[config.mk]
export PLATFORM = sky130hd
export DESIGN_NAME = main_dec
export DESIGN_NICKNAME = d
export VERILOG_FILES = /design/src/rtl/main_dec.sv
export SDC_FILE = /design/constraint.sdc
export NUM_CORES = 1
export LEC_CHECK = 0
export ABC_AREA = 1
export CAP_MARGIN = 40
export CORE_MARGIN = 1.5
export CORE_UTILIZATION = 33
export CTS_CLUSTER_SIZE = 28
export DETAILED_ROUTE_END_ITERATION = 10
export PLACE_DENSITY = 0.81
export SYNTH_ARGS = -nofsm -noshare
export SYNTH_HDL_FRONTEND = slang
export SYNTH_SLANG_ARGS = --single-unit
[constraint.sdc]
create_clock -name clk -period 0.8 [get_ports clk]
set_input_delay 0.16 -clock clk [delete_from_list [all_inputs] [get_ports clk]]
set_output_delay 0.16 -clock clk [all_outputs]
set_load 0.03 [all_outputs]
[src/rtl/main_dec.sv]
// LEGv8 main control decoder: 11-bit opcode to datapath controls, one registered
// cycle of latency, with a valid qualifier and an illegal-opcode flag.
module main_dec #(
  parameter int OP_W = 11
) (
  input  logic            clk,
  input  logic            reset,
  input  logic            in_valid,
  input  logic [OP_W-1:0] Op,
  output logic            out_valid,
  output logic            Reg2Loc,
  output logic            ALUSrc,
  output logic            MemtoReg,
  output logic            RegWrite,
  output logic            MemRead,
  output logic            MemWrite,
  output logic            Branch,
  output logic [1:0]      ALUOp,
  output logic            illegal
);

  // Packed control word: {Reg2Loc, ALUSrc, MemtoReg, RegWrite, MemRead, MemWrite, Branch, ALUOp}
  logic [8:0] ctrl_s;
  logic       illegal_s;
  logic [8:0] ctrl_r;
  logic       illegal_r;
  logic       valid_r;

  // Opcode decode; unknown opcodes become a no-op and raise illegal
  always_comb begin
    ctrl_s    = 9'b0_0_0_0_0_0_0_00;
    illegal_s = 1'b0;
    if (in_valid) begin
      if (Op[10:3] == 8'b10110100) begin
        ctrl_s = 9'b1_0_0_0_0_0_1_01;
      end else begin
        case (Op)
          11'b11111000010: ctrl_s = 9'b0_1_1_1_1_0_0_00;
          11'b11111000000: ctrl_s = 9'b1_1_0_0_0_1_0_00;
          11'b10001011000,
          11'b11001011000,
          11'b10001010000,
          11'b10101010000: ctrl_s = 9'b0_0_0_1_0_0_0_10;
          default: begin
            ctrl_s    = 9'b0_0_0_0_0_0_0_00;
            illegal_s = 1'b1;
          end
        endcase
      end
    end else begin
      ctrl_s    = 9'b0_0_0_0_0_0_0_00;
      illegal_s = 1'b0;
    end
  end

  // Output register; reset drops any decode in flight
  always_ff @(posedge clk) begin
    if (!reset) begin
      ctrl_r    <= 9'b0_0_0_0_0_0_0_00;
      illegal_r <= 1'b0;
      valid_r   <= 1'b0;
    end else begin
      ctrl_r    <= ctrl_s;
      illegal_r <= illegal_s;
      valid_r   <= in_valid;
    end
  end

  assign out_valid = valid_r;
  assign illegal   = illegal_r;
  assign Reg2Loc   = ctrl_r[8];
  assign ALUSrc    = ctrl_r[7];
  assign MemtoReg  = ctrl_r[6];
  assign RegWrite  = ctrl_r[5];
  assign MemRead   = ctrl_r[4];
  assign MemWrite  = ctrl_r[3];
  assign Branch    = ctrl_r[2];
  assign ALUOp     = ctrl_r[1:0];

endmodule

==> flow_summary.ini <==
[global_route]
grtUsageTotal_pct = 13.32
grt_pass1_wl_um = 1759
antenna_found_initial = 0
grt_overflow = 0
grt_max_degree = 6
grt_pass1_vias = 453

[yosys]
synth_area_sq_um = 489.2
ys_seq_area_share_pct = 36.83
synth.distinct_cells = 14
yosys.area.top_type = dfxtp_1
synth_cells = 69
synthTopCellsByCount = nand2_1, nor2_1, inv_1
synthArstFlopShare_pct = 0
avgSynthCellArea_sq_um = 7.090
synth_warnings = 0
synth_seq_cells = 9
yosysMostFrequentCell = nand2_1
ys.flop_type = dfxtp_1
synth_top_area_share_pct = 36.83
ys_top_cells_by_area = dfxtp_1, nand2_1, nor2_1
synth_edf_count = 0
syn-num-nets = 83

[timing]
slew_violations = 0
fin_crit_ns = 0.8777
setup_violations = 11
rsz0062_at_grt = yes
slew_headroom_pct = 88.92
fmax_mhz = 1139
finalCritPeriodShare_pct = 109.7
finalHoldViolCount = 0
setup_ws_ns = -0.07773
tns_ns = -0.6668
worst-slew-pin-transition_ns = 0.1656

[setup_path]
path_depth = 1
critical_path.top_delay_family = flip-flops
crit_path_top_delay_cell = dfxtp_2
end_kind = primary output
crit_chain = buf_6
path_class = flip-flop to primary output
cp_data_arrival_time_ns = 0.72
cp.buffers_inverters = 1
crit_path_start_kind = flip-flop
slowest_delay_ns = 0.34
cp.required_ns = 0.64
crit_fanout = 2

[clock_tree]
htree_levels = 1
cts_tree = yes
cts-root-buf = clkbuf_4
cts.path.max_buffers = 2
cts_buffers = 3
cts_sinks = 9
hold_buffers = 0
clkTransAtPathRegs_ns = 0.05

[power]
vdd_drop_max_mv = 0.4122
p_per_area_nw_per_um2 = 1152
leakage_nw = 0.4110

[placed_design]
io_buffers = 24
place_congestion = 0.7317
placed_cell_area_sq_um = 723.2
dp_hpwl_um = 788.6

[layout]
fin_nets = 114
stdcell_area_sq_um = 858.3
drive_gt1_share_pct = 71.72
num_antenna_cells = 0
synthToLayoutAreaGrowth_pct = 75.45

[floorplanning]
die_y_um = 41.51
die_width_um = 41.51
rows = 13
core_area_sq_um = 1334
start_util_pct = 36.68
die_area_sq_um = 1723
io_pins = 25

[status]
violations = setup timing
outcome = finished with violations

[route]
wl_per_cell_um = 9.342
postRouteAntennaNets = 0
remaining_drc_errors = 0
drt_first_pass_iters = 3
vias_per_cell = 4.447
vias = 507
drt-initial-drc-count = 6
routed_wl_um = 1065

[job]
cap_viol_max_count = 0

[min_path]
hold_path_class = input port to flip-flop
hold_depth = 3
layer usage:
metal,global-route usage [%],share of wire (%)
met1,13.56,38
met2,23.75,56
met3,3.913,5.7
met4,7.742,0
met5,0,0
final timing paths:
path / endpoint / slack (ns) / from
worst max-delay path: MemtoReg / -0.08 / ctrl_r[6]$_SDFF_PP0_
worst min-delay path: out_valid$_SDFF_PN0_ / 0.19 / in_valid
layout by cell type, fill, tap and decap left out:
cell              n
buf_6            12
dfxtp_2           9
clkbuf_2          9
nand2_2           8
nand2_1           8
inv_1             7
nor2_2            6
nor2_4            6
nor2_1            6
inv_2             5
a21oi_2           3
nand3_2           3
clkbuf_4          3
buf_4             3
nand3_4           2
nand3_1           2
dlymetal6s2s_1    2
clkdlybuf4s15_1   2
and2_4            1
nand2_4           1
clkbuf_1          1
registers in the layout, indices dropped and copies added, names as in the netlist:
register	count
out_valid	1
illegal	1
ctrl_r	7
report_power, final:
part	internal (mW)	switching [mW]	total (mW)
Clock	0.191	0.139	0.330
Combinational	0.0876	0.114	0.202
Sequential	0.455	0.00232	0.457
what timing repair did:
action	4_1_cts	5_1_grt
endpoints found under the setup margin	19	18
setup buffers	0	2
resized for setup	43	34
pin swaps	13	19
final cells by class:
class                   count  area, sq um
fillers                   110        475.5
inverters                  12        45.04
flip-flops and latches      9        191.4
repair buffers             28        247.7
multi-input cells          46        329.1
clock buffers               4        26.28
well taps                  15        18.77
stage by stage:
stage	instances	setup WS (ns)	power (mW)	hold WS [ns]	util [%]
2_1_floorplan	69	0.03035	0.5468	0.3459	-
3_3_place_gp	108	-0.5133	0.6452	0.5893	54.22
3_5_place_dp	108	-0.5248	0.6481	0.5891	54.22
4_1_cts	112	-0.09824	0.9931	0.4132	62.29
5_1_grt	114	-0.1146	1.054	0.2110	64.35
6_report	114	-0.07773	0.9888	0.1935	64.35
cells by family (layout without fill, tap and decap cells):
family          after synthesis  after routing  synth area share (%)
flops                         9              9                 36.83
simple gates                 43             43                 45.52
compound gates                3              3                 5.372
buf+inv                      14             44                 12.28
Note: power is estimated with default switching activity, not from simulation.
